**src/rtl/min_receive_fsm.sv**
```systemverilog
// MIN frame receiver: SOF detection, byte destuffing, header/payload capture, optional CRC32 check.
// Define MIN_RX_CRC_CHECK_EN to compute and check the reflected CRC32; otherwise the CRC bytes are only consumed.
module min_receive_fsm #(
  parameter int N_DATA_BYTE = 8
) (
  input  logic                     i_clk,
  input  logic                     i_rst,
  input  logic                     i_valid,
  input  logic [7:0]               i_data,
  output logic                     o_valid,
  output logic [7:0]               o_id,
  output logic [3:0]               o_len,
  output logic [8*N_DATA_BYTE-1:0] o_data,
  output logic                     o_err,
  output logic [2:0]               o_dbg_state
);

  // Handshake: i_valid qualifies i_data for exactly one cycle; there is no backpressure.
  localparam logic [2:0] S_IDLE    = 3'd0;
  localparam logic [2:0] S_ID      = 3'd1;
  localparam logic [2:0] S_LEN     = 3'd2;
  localparam logic [2:0] S_PAYLOAD = 3'd3;
  localparam logic [2:0] S_CRC     = 3'd4;
  localparam logic [2:0] S_EOF     = 3'd5;

  localparam logic [7:0] MAX_LEN = 8'(N_DATA_BYTE);
  localparam int         DW      = 8 * N_DATA_BYTE;

  logic [2:0]    state_q, state_d;
  logic [1:0]    aa_cnt_q, aa_cnt_d;
  logic [3:0]    cnt_q, cnt_d;
  logic [7:0]    id_w_q, id_w_d;
  logic [3:0]    len_w_q, len_w_d;
  logic [DW-1:0] buf_q, buf_d;
  logic          valid_q, valid_d;
  logic          err_q, err_d;
  logic [7:0]    id_q, id_d;
  logic [3:0]    len_q, len_d;
  logic [DW-1:0] data_q, data_d;
  logic          crc_ok;

`ifdef MIN_RX_CRC_CHECK_EN
  logic [31:0] crc_q, crc_d;
  logic [31:0] rx_crc_q, rx_crc_d;
  logic [31:0] crc_upd;

  function automatic logic [31:0] crc_next(input logic [31:0] c, input logic [7:0] b);
    logic [31:0] r;
    r = c ^ {24'h0, b};
    for (int k = 0; k < 8; k++) begin
      r = r[0] ? ((r >> 1) ^ 32'hEDB88320) : (r >> 1);
    end
    return r;
  endfunction

  assign crc_upd = crc_next(crc_q, i_data);
  assign crc_ok  = (~crc_q) == rx_crc_q;
`else
  assign crc_ok  = 1'b1;
`endif

  always_comb begin
    state_d  = state_q;
    aa_cnt_d = aa_cnt_q;
    cnt_d    = cnt_q;
    id_w_d   = id_w_q;
    len_w_d  = len_w_q;
    buf_d    = buf_q;
    valid_d  = 1'b0;
    err_d    = 1'b0;
    id_d     = id_q;
    len_d    = len_q;
    data_d   = data_q;
`ifdef MIN_RX_CRC_CHECK_EN
    crc_d    = crc_q;
    rx_crc_d = rx_crc_q;
`endif
    if (i_valid) begin
      if (i_data == 8'hAA && aa_cnt_q == 2'd2) begin
        // Third 0xAA restarts decoding from any state; an interrupted frame is reported.
        state_d  = S_ID;
        aa_cnt_d = 2'd0;
        cnt_d    = 4'd0;
        buf_d    = '0;
        err_d    = (state_q != S_IDLE);
`ifdef MIN_RX_CRC_CHECK_EN
        crc_d    = 32'hFFFF_FFFF;
`endif
      end else if (i_data == 8'h55 && aa_cnt_q == 2'd2 && state_q != S_IDLE) begin
        aa_cnt_d = 2'd0;
      end else begin
        aa_cnt_d = (i_data == 8'hAA) ? aa_cnt_q + 2'd1 : 2'd0;
        case (state_q)
          S_ID: begin
            id_w_d  = i_data;
            state_d = S_LEN;
`ifdef MIN_RX_CRC_CHECK_EN
            crc_d   = crc_upd;
`endif
          end
          S_LEN: begin
            len_w_d = i_data[3:0];
            cnt_d   = 4'd0;
`ifdef MIN_RX_CRC_CHECK_EN
            crc_d   = crc_upd;
`endif
            if (i_data > MAX_LEN) begin
              err_d   = 1'b1;
              state_d = S_IDLE;
            end else if (i_data == 8'h00) begin
              state_d = S_CRC;
            end else begin
              state_d = S_PAYLOAD;
            end
          end
          S_PAYLOAD: begin
            // Byte 0 lands in the most significant byte of the buffer.
            for (int i = 0; i < N_DATA_BYTE; i++) begin
              if (cnt_q == 4'(i)) buf_d[DW-1-8*i -: 8] = i_data;
            end
`ifdef MIN_RX_CRC_CHECK_EN
            crc_d = crc_upd;
`endif
            if (cnt_q + 4'd1 == len_w_q) begin
              cnt_d   = 4'd0;
              state_d = S_CRC;
            end else begin
              cnt_d = cnt_q + 4'd1;
            end
          end
          S_CRC: begin
`ifdef MIN_RX_CRC_CHECK_EN
            rx_crc_d = {rx_crc_q[23:0], i_data};
`endif
            if (cnt_q == 4'd3) begin
              cnt_d   = 4'd0;
              state_d = S_EOF;
            end else begin
              cnt_d = cnt_q + 4'd1;
            end
          end
          S_EOF: begin
            state_d = S_IDLE;
            if (i_data == 8'h55 && crc_ok) begin
              valid_d = 1'b1;
              id_d    = id_w_q;
              len_d   = len_w_q;
              data_d  = buf_q;
            end else begin
              err_d = 1'b1;
            end
          end
          default: ;
        endcase
      end
    end
  end

  always_ff @(posedge i_clk or posedge i_rst) begin
    if (i_rst) begin
      state_q  <= S_IDLE;
      aa_cnt_q <= 2'd0;
      cnt_q    <= 4'd0;
      id_w_q   <= 8'd0;
      len_w_q  <= 4'd0;
      buf_q    <= '0;
      valid_q  <= 1'b0;
      err_q    <= 1'b0;
      id_q     <= 8'd0;
      len_q    <= 4'd0;
      data_q   <= '0;
    end else begin
      state_q  <= state_d;
      aa_cnt_q <= aa_cnt_d;
      cnt_q    <= cnt_d;
      id_w_q   <= id_w_d;
      len_w_q  <= len_w_d;
      buf_q    <= buf_d;
      valid_q  <= valid_d;
      err_q    <= err_d;
      id_q     <= id_d;
      len_q    <= len_d;
      data_q   <= data_d;
    end
  end

`ifdef MIN_RX_CRC_CHECK_EN
  always_ff @(posedge i_clk or posedge i_rst) begin
    if (i_rst) begin
      crc_q    <= 32'hFFFF_FFFF;
      rx_crc_q <= 32'h0;
    end else begin
      crc_q    <= crc_d;
      rx_crc_q <= rx_crc_d;
    end
  end
`endif

  assign o_valid     = valid_q;
  assign o_err       = err_q;
  assign o_id        = id_q;
  assign o_len       = len_q;
  assign o_data      = data_q;
  assign o_dbg_state = state_q;

endmodule
```
**config.mk**
```make
export PLATFORM = sky130hd
export DESIGN_NAME = min_receive_fsm
export DESIGN_NICKNAME = d
export VERILOG_FILES = /design/src/rtl/min_receive_fsm.sv
export SDC_FILE = /design/constraint.sdc
export NUM_CORES = 1
export LEC_CHECK = 0
export ABC_CLOCK_PERIOD_IN_PS = 8200
export BUFFER_PORTS_ARGS = -buffer_cell sky130_fd_sc_hd__buf_2
export CAP_MARGIN = 15
export CELL_PAD_IN_SITES_DETAIL_PLACEMENT = 0
export CELL_PAD_IN_SITES_GLOBAL_PLACEMENT = 1
export CORE_MARGIN = 4
export CORE_UTILIZATION = 50
export DETAILED_ROUTE_END_ITERATION = 10
export PLACE_DENSITY = 0.84
export RECOVER_POWER = 25
export SLEW_MARGIN = 20
export SYNTH_ARGS = -nofsm -noshare
export SYNTH_HDL_FRONTEND = slang
export SYNTH_SLANG_ARGS = --single-unit
```
**constraint.sdc**
```tcl
create_clock -name i_clk -period 8.2 [get_ports i_clk]
set_input_delay 1.64 -clock i_clk [delete_from_list [all_inputs] [get_ports i_clk]]
set_output_delay 1.64 -clock i_clk [all_outputs]
set_load 0.01 [all_outputs]
```
[Word-level counts from Yosys, hierarchy flattened]
Index checks and enable logic that the tools add are counted.
Storage, ports and cells
  flip-flop bits (word level): 163
  latch bits: 0
  RAM bits: 0
  memory bits (read-only): 0
  bits of input ports: 11
  output and inout port bits: 81
  logic and storage cells: 109
  memories: 0
Operators by class
  add/subtract/negate cells: 2
  multipliers: 0
  divide/modulo/power cells: 0
  order comparisons: 1
  equal/unequal tests: 19
  shift-type cells: 0
  mux-type cells: 37
  bitwise operators: 2
  reductions and logical operators: 30
Operators by type and width (count)
  $mux W64: 3
  $mux W8: 8
  $reduce_and A4 Y1: 10
  $mux W3: 6
  $reduce_bool A2 Y1: 9
  $eq A4 B3 Y1 const B: 4
  $mux W4: 4
  $pmux W3 S5: 1
  $pmux W4 S3: 1
  $mux W1: 10
  $reduce_and A5 Y1: 2
  $eq A4 B2 Y1 const B: 2
  $eq A8 B7 Y1 const B: 1
  $eq A8 B8 Y1 const B: 1
  $gt A8 B4 Y1 const B: 1
  $logic_not A8 Y1: 1
  $eq A3 B2 Y1 const B: 2
  $eq A3 B3 Y1 const B: 2
  $mux W2: 3
  $ne A3 B3 Y1 const B: 2
  $reduce_bool A6 Y1: 1
  $add A4 B1 Y4 const B: 1
  $eq A4 B1 Y1 const B: 1
  $eq A4 B4 Y1: 1
  other kinds (11): 14

[Logic depth before layout (Yosys ltp)]
Gate-level depths: netlist of run 1.
  depth in word-level cells: 6
  gate-level depth with buffers: 8

[Worst setup path after synthesis of run 1]
OpenSTA, ideal clock, no wires.
  path kind: input -> register
  from: in i_data[3]
  to: reg data_q[10], in the netlist o_data[10]
  setup time: 0.127 ns
  arrival: 3.469 ns
  slack: 4.603 ns
  stages: 6
  buffers on the path: 2
  cell sequence: or4_4 or2_1 nor4b_4 buf_4 buf_6 mux2_1
Between the ends
  word-level cells in the longest chain between the ends: 5
RTL lines
  start: declaration: RTL line 9  | input logic [7:0] i_data,
  $eq A8 B7 Y1: RTL line 89, 144
  $logic_and A1 B1 Y1 (2 in series): RTL line 89  | end else if (i_data == 8'h55 && aa_cnt_q == 2'd2 && state_q != S_IDLE) begin
  $not A1 Y1 (no line)
  $reduce_and A5 Y1 (no line) *
  end signal: assignment: RTL line 183  | data_q <= data_d;
  end: declaration: RTL line 39  | logic [DW-1:0] data_q, data_d;
Every way passes the cells marked *; elsewhere a longest branch is shown, timed or not.
A chain may end at the register's enable or synchronous reset.

[Worst setup path after layout of run 1]
  from: in i_data[2]
  to: reg id_w_q[1]
Between the ends
  word-level cells in the longest chain between the ends: 5
RTL lines
  $eq A8 B7 Y1: RTL line 89
  $logic_and A1 B1 Y1 (2 in series): RTL line 89
  $not A1 Y1 (no line)
  $reduce_and A4 Y1 (no line) *
  end signal: assignment: RTL line 176  | id_w_q <= id_w_d;
  end: declaration: RTL line 32  | logic [7:0] id_w_q, id_w_d;
Marks and branches as above.

==> results of run 1 <==
==> stage by stage <==
stage | std cells | worst slack (ns) | util (%) | hold slack, ns | cell area (um^2)
4_1_cts | 742 | 4.48 | 59.6 | 0.484 | 7900
2_1_floorplan | 463 | 2.16 | - | 0.460 | 6740
6_report | 742 | 4.09 | 59.4 | 0.484 | 7870
5_1_grt | 742 | 3.63 | 59.4 | 0.508 | 7870
3_5_place_dp | 710 | 4.03 | 55.3 | 0.470 | 7320
3_3_place_gp | 710 | 4.12 | 55.3 | 0.462 | 7320
==> routing by layer <==
metal	GRT usage (%)	wire (um)
met1	27.9	6550
met2	30.8	6720
met3	5.00	852
met4	7.53	221
met5	0	0
==> registers in the layout, indices dropped and copies added (netlist names), 2 cells and up <==
signal and count:
cnt_q 4, len_w_q 4, o_dbg_state 3, o_data 64
o_len 4, buf_q 64, o_id 8, id_w_q 8
aa_cnt_q 2
==> worst reg2reg max path, cell delays in order (launching register included) <==
cell	delay, ns
dfrtp_1	0.36
inv_1	0.09
ha_1	0.30
o31ai_1	0.18
o31ai_4	0.58
nor2_1	0.24
nand4b_1	0.42
mux2_2	0.40
==> Yosys cell counts (4+ instances only) <==
master      n
buf_1       5
and2_1      5
nor3_1      4
inv_1       9
mux2_1     29
xnor2_1     4
a21oi_1     6
nand3_1     6
mux2_2    123
dfrtp_1   163
o21ai_0     6
ha_1        6
buf_2       5
a21oi_2     4
nand2_1    11
clkbuf_1    9
nand4_1     5
nor2_1     15
==> kinds of logic (layout without fill, tap and decap cells) <==
logic type	count (synthesis)	count (layout)
flops	163	163
fa+ha+maj	6	6
compound gates	37	37
simple gates	65	65
mux	154	154
buf+inv	32	135
xor+xnor	6	6
==> power by group <==
| part | switching, mW | leakage [nW] | internal (mW) | total (mW) |
|---|---|---|---|---|
| clock network | 0.316 | 0.283 | 0.445 | 0.761 |
| logic | 0.188 | 1.46 | 0.203 | 0.391 |
| registers | 0.122 | 2.18 | 0.959 | 1.08 |
| total | 0.626 | 3.93 | 1.61 | 2.23 |
==> layout make-up <==
cell class | instances | area (um^2)
clock buffers | 22 | 474
repair buffers | 94 | 452
well taps | 176 | 220
fillers | 1098 | 5380
clock inverters | 10 | 98.8
flip-flops and latches | 163 | 4080
inverters | 9 | 35.0
multi-input cells | 268 | 2510
==> path summary, 6_finish.rpt <==
kind / from / to / slack (ns) / cells after the start
setup / recovery: i_data[2] / id_w_q[1] / 4.09 / 6
hold / removal: o_data[10] / o_data[10] / 0.48 / 1
setup reg to reg: aa_cnt_q[0] / id_w_q[1] / 5.52 / 7
hold reg to reg: o_data[10] / o_data[10] / 0.48 / 1
max in group asynchronous: i_rst / buf_q[3] / 4.25 / 3
min in group asynchronous: i_rst / o_data[62] / 2.18 / 2
==> flow_summary.json, run 1 <==
{
  "powerDensity_nw_per_um2": 284,
  "gp_congestion": 0.864,
  "period_share_pct": 50.1,
  "synth-xor-area-share_pct": 0.780,
  "core_um2": 13200,
  "antenna_found_initial": 0,
  "routedWlPerCell_um": 19.3,
  "die_height_um": 124,
  "slowest_stage": "o31ai_4",
  "ys_ff_latch": 163,
  "clkTransAtPathRegs_ns": 0.06,
  "cts_buffers": 17,
  "cp-end-kind": "flip-flop",
  "ys_async_sr_fraction_pct": 100,
  "report.final.slew_viol_count": 78,
  "drc_errors": 0,
  "cts_tree": "built",
  "p_leak_nw": 3.93,
  "hold_class": "flip-flop to flip-flop",
  "vias": 4118,
  "drive_gt1_share_pct": 41.0,
  "outcome": "finished, violations left",
  "worst_ep_arrival_time_ns": 4.41,
  "htreeDepth": 4,
  "period_needed_ns": 4.11,
  "synth_warnings": 0,
  "synth_nets": 480,
  "syn_area_um2": 6740,
  "tightest_slew_ns": 3.31,
  "skew_ns": 0.0174,
  "first_pass_iters": 4,
  "postRouteAntennaNets": 0,
  "slowest_delay_ns": 0.68,
  "synthTopCellsByArea": "dfrtp_1, mux2_2, mux2_1",
  "ios": 92,
  "place_hpwl_um": 9480,
  "critical_path.top_delay_family": "simple AND/OR/NAND/NOR gates",
  "grt_max_degree": 88,
  "cp_cell_sequence": "clkbuf_1, nand4_1, o31ai_4, nor2_1, nand4b_1, mux2_2",
  "synth_simple_gate_area_share_pct": 5.48,
  "fmaxAchievable_mhz": 243,
  "cts_sinks": 163,
  "cts_max_path_buffers": 2,
  "path_class": "primary input to flip-flop",
  "maxCapViolations": 1,
  "power.total_mw": 2.23,
  "fin_setup_tns_ns": 0,
  "area_growth_syn_to_layout_pct": 16.7,
  "final_nets": 570,
  "max_slew_margin_pct": -122,
  "drt_iter0_drc": 202,
  "wl_um": 14300,
  "cts-root-buf": "clkbuf_16",
  "synth_top_cell_by_area": "dfrtp_1",
  "fp.dieArea_um2": 15400,
  "cts-resized-gates": 0,
  "synth_top_area_share_pct": 60.5,
  "yosysSeqAreaShare_pct": 60.5,
  "worstPathRequired_ns": 8.50,
  "port_buffers": 91,
  "synthMuxAreaShare_pct": 25.7,
  "synth_ff_type": "dfrtp_1",
  "netlist_instances": 463,
  "synth_top_family_by_area": "multiplexers",
  "final_common_cell": "dfrtp_1",
  "grt_pass1_wl_um": 23200,
  "synth.avg_cell_area_um2": 14.6,
  "critPathMaxFanout": 14,
  "track_usage_pct": 20.1,
  "setup_viol": 0,
  "rsz0062_at_grt": "no",
  "post-cts-setup-buffers": 0,
  "rows": 42,
  "clock_latency_ns": 0.43,
  "synthDistinctLibCells": 51,
  "grt_overflow": 0,
  "via_per_inst": 5.55,
  "diodes": 0,
  "synth_compound_area_share_pct": 4.12,
  "critPathLaunchType": "primary input",
  "initial_core_util_pct": 50.9,
  "die_x_um": 124,
  "ir_worst_vdd_mv": 0.133,
  "finalHoldViolations": 0,
  "synth_edf_count": 0,
  "holdBufCountCts": 0,
  "grt_pass1_vias": 4450,
  "synth_fa_ha_area_share_pct": 1.11,
  "final_cell_mix": "dfrtp_1, mux2_2, buf_2",
  "violations": "max-capacitance violations, max-slew violations",
  "worst-path-buf-inv": 1
}
No activity file was read; power rests on OpenSTA's default activity.
==> run 2: changes to the inputs <==
--- a/config.mk
+++ b/config.mk
@@ -5,15 +5,15 @@
 export SDC_FILE = /design/constraint.sdc
 export NUM_CORES = 1
 export LEC_CHECK = 0
-export ABC_CLOCK_PERIOD_IN_PS = 8200
+export ABC_CLOCK_PERIOD_IN_PS = 4100
 export BUFFER_PORTS_ARGS = -buffer_cell sky130_fd_sc_hd__buf_2
 export CAP_MARGIN = 15
 export CELL_PAD_IN_SITES_DETAIL_PLACEMENT = 0
 export CELL_PAD_IN_SITES_GLOBAL_PLACEMENT = 1
 export CORE_MARGIN = 4
-export CORE_UTILIZATION = 50
+export CORE_UTILIZATION = 47
 export DETAILED_ROUTE_END_ITERATION = 10
-export PLACE_DENSITY = 0.84
+export PLACE_DENSITY = 0.8
 export RECOVER_POWER = 25
 export SLEW_MARGIN = 20
 export SYNTH_ARGS = -nofsm -noshare
==> constraint.sdc (replaced) <==
create_clock -name i_clk -period 4.1 [get_ports i_clk]
set_input_delay 0.82 -clock i_clk [delete_from_list [all_inputs] [get_ports i_clk]]
set_output_delay 0.82 -clock i_clk [all_outputs]
set_load 0.01 [all_outputs]
==> run 2 against run 1 <==
Compared with the run above: the run still ends with max-capacitance violations, max-slew violations left; via count fell by 0.53%; global-route usage fell by 1.4 points; final cell count rose by 0.94%; highest routed layer unchanged; clock power rose by 100%; routed wire length fell by 0.47%; critical path type unchanged; sequential share of layout area fell by 0.44 points.
==> flow_summary.json, run 2 (synthesized netlist as in run 1, its figures left out) <==
{
  "rsz0062_at_grt": "no",
  "ir_worst_vdd_mv": 0.300,
  "fin_setup_tns_ns": 0,
  "fp.dieArea_um2": 16300,
  "maxCapViolations": 1,
  "grt_pass1_wl_um": 23200,
  "fillers": 1133,
  "drive_gt1_share_pct": 45.7,
  "final_nets": 573,
  "worstPathRequired_ns": 4.41,
  "critPathMaxFanout": 13,
  "cts_max_path_buffers": 2,
  "period_needed_ns": 2.69,
  "antenna_found_initial": 0,
  "initial_core_util_pct": 48.4,
  "finalHoldViolations": 0,
  "area_growth_syn_to_layout_pct": 17.7,
  "die_x_um": 128,
  "holdBufCountCts": 0,
  "cp-end-kind": "flip-flop",
  "outcome": "finished, violations left",
  "die_height_um": 128,
  "clock_latency_ns": 0.43,
  "violations": "max-capacitance violations, max-slew violations",
  "htreeDepth": 4,
  "powerDensity_nw_per_um2": 561,
  "cts_tree": "built",
  "final_cell_mix": "dfrtp_1, mux2_2, buf_2",
  "final_common_cell": "dfrtp_1",
  "tightest_slew_ns": 1.86,
  "postRouteAntennaNets": 0,
  "max_slew_margin_pct": -24.7,
  "setup_viol": 0,
  "post-cts-setup-buffers": 0,
  "core_um2": 13900,
  "place_hpwl_um": 9490,
  "report.final.slew_viol_count": 44,
  "gp_congestion": 0.886,
  "wl_um": 14300,
  "period_share_pct": 65.7,
  "drc_errors": 0,
  "via_per_inst": 5.47,
  "vias": 4096,
  "grt_max_degree": 78,
  "worst_ep_arrival_time_ns": 3.00,
  "grt_pass1_vias": 4335,
  "p_leak_nw": 4.04,
  "first_pass_iters": 4,
  "track_usage_pct": 18.7,
  "routedWlPerCell_um": 19.1,
  "critPathLaunchType": "primary input",
  "drt_iter0_drc": 339,
  "cts_sinks": 163,
  "port_buffers": 91,
  "diodes": 0,
  "hold_class": "flip-flop to flip-flop",
  "cts-resized-gates": 0,
  "skew_ns": 0.00542,
  "path_class": "primary input to flip-flop",
  "grt_overflow": 0,
  "fmaxAchievable_mhz": 371,
  "ios": 92,
  "clkTransAtPathRegs_ns": 0.06,
  "finalCoreUtilization_pct": 56.9,
  "rows": 43,
  "cts-root-buf": "clkbuf_16",
  "cts_buffers": 17
}
[run 2: cell count changes in the layout (fill, tap and decap cells not counted), sizes merged]
cell / before / now
inv: 11 / 12
clkinv: 5 / 6
buf: 70 / 96
clkinvlp: 2 / 4
clkbuf: 46 / 19
[run 2: power breakdown]
part	total [mW]	internal [mW]	switching, mW
clock	1.52	0.857	0.659
sequential	2.16	1.92	0.244
combinational	0.774	0.410	0.364
[run 2: through the flow]
stage	setup WS, ns	total power, mW	hold WS, ns	cell area (um^2)	std cells
after global routing	1.21	4.69	0.502	7930	749
after detailed placement	0.986	2.97	0.474	7370	717
after global placement	1.02	2.94	0.464	7370	717
final	1.41	4.45	0.485	7930	749
after floorplan	1.21	2.73	0.460	6740	463
after CTS	1.43	4.49	0.488	7940	749
[run 2: area by class of cell]
class	instances	area, um^2	share of cell area, %
sequential	163	4080	51.4
multi-input combinational	268	2510	31.6
timing repair buffer	97	522	6.58
clock buffer	18	439	5.54
tap	180	225	2.84
clock inverter	14	126	1.59
inverter	9	35.0	0.442
[run 2: worst paths after layout]
path / start / end / slack [ns] / depth (start not counted)
max: i_data[4] / buf_q[13] / 1.41 / 6
min: o_data[2] / o_data[2] / 0.48 / 1
max reg2reg: o_dbg_state[2] / id_w_q[6] / 1.42 / 6
min reg2reg: o_data[2] / o_data[2] / 0.48 / 1
max in group asynchronous: i_rst / buf_q[49] / 2.01 / 3
min in group asynchronous: i_rst / o_data[0] / 0.85 / 2
[run 2: worst max-delay path: stages]
cell	delay [ns]
buf_2	0.22
nor4_1	0.47
and3_1	0.43
a21oi_1	0.07
nor2_1	0.56
mux2_2	0.41
[run 2: metal layers]
metal,track usage (%),part of all wire (%),wire length [um]
met5,0,0,0
met2,28.7,46,6620
met4,5.68,1.0,149
met1,25.7,46,6560
met3,5.96,6.6,948
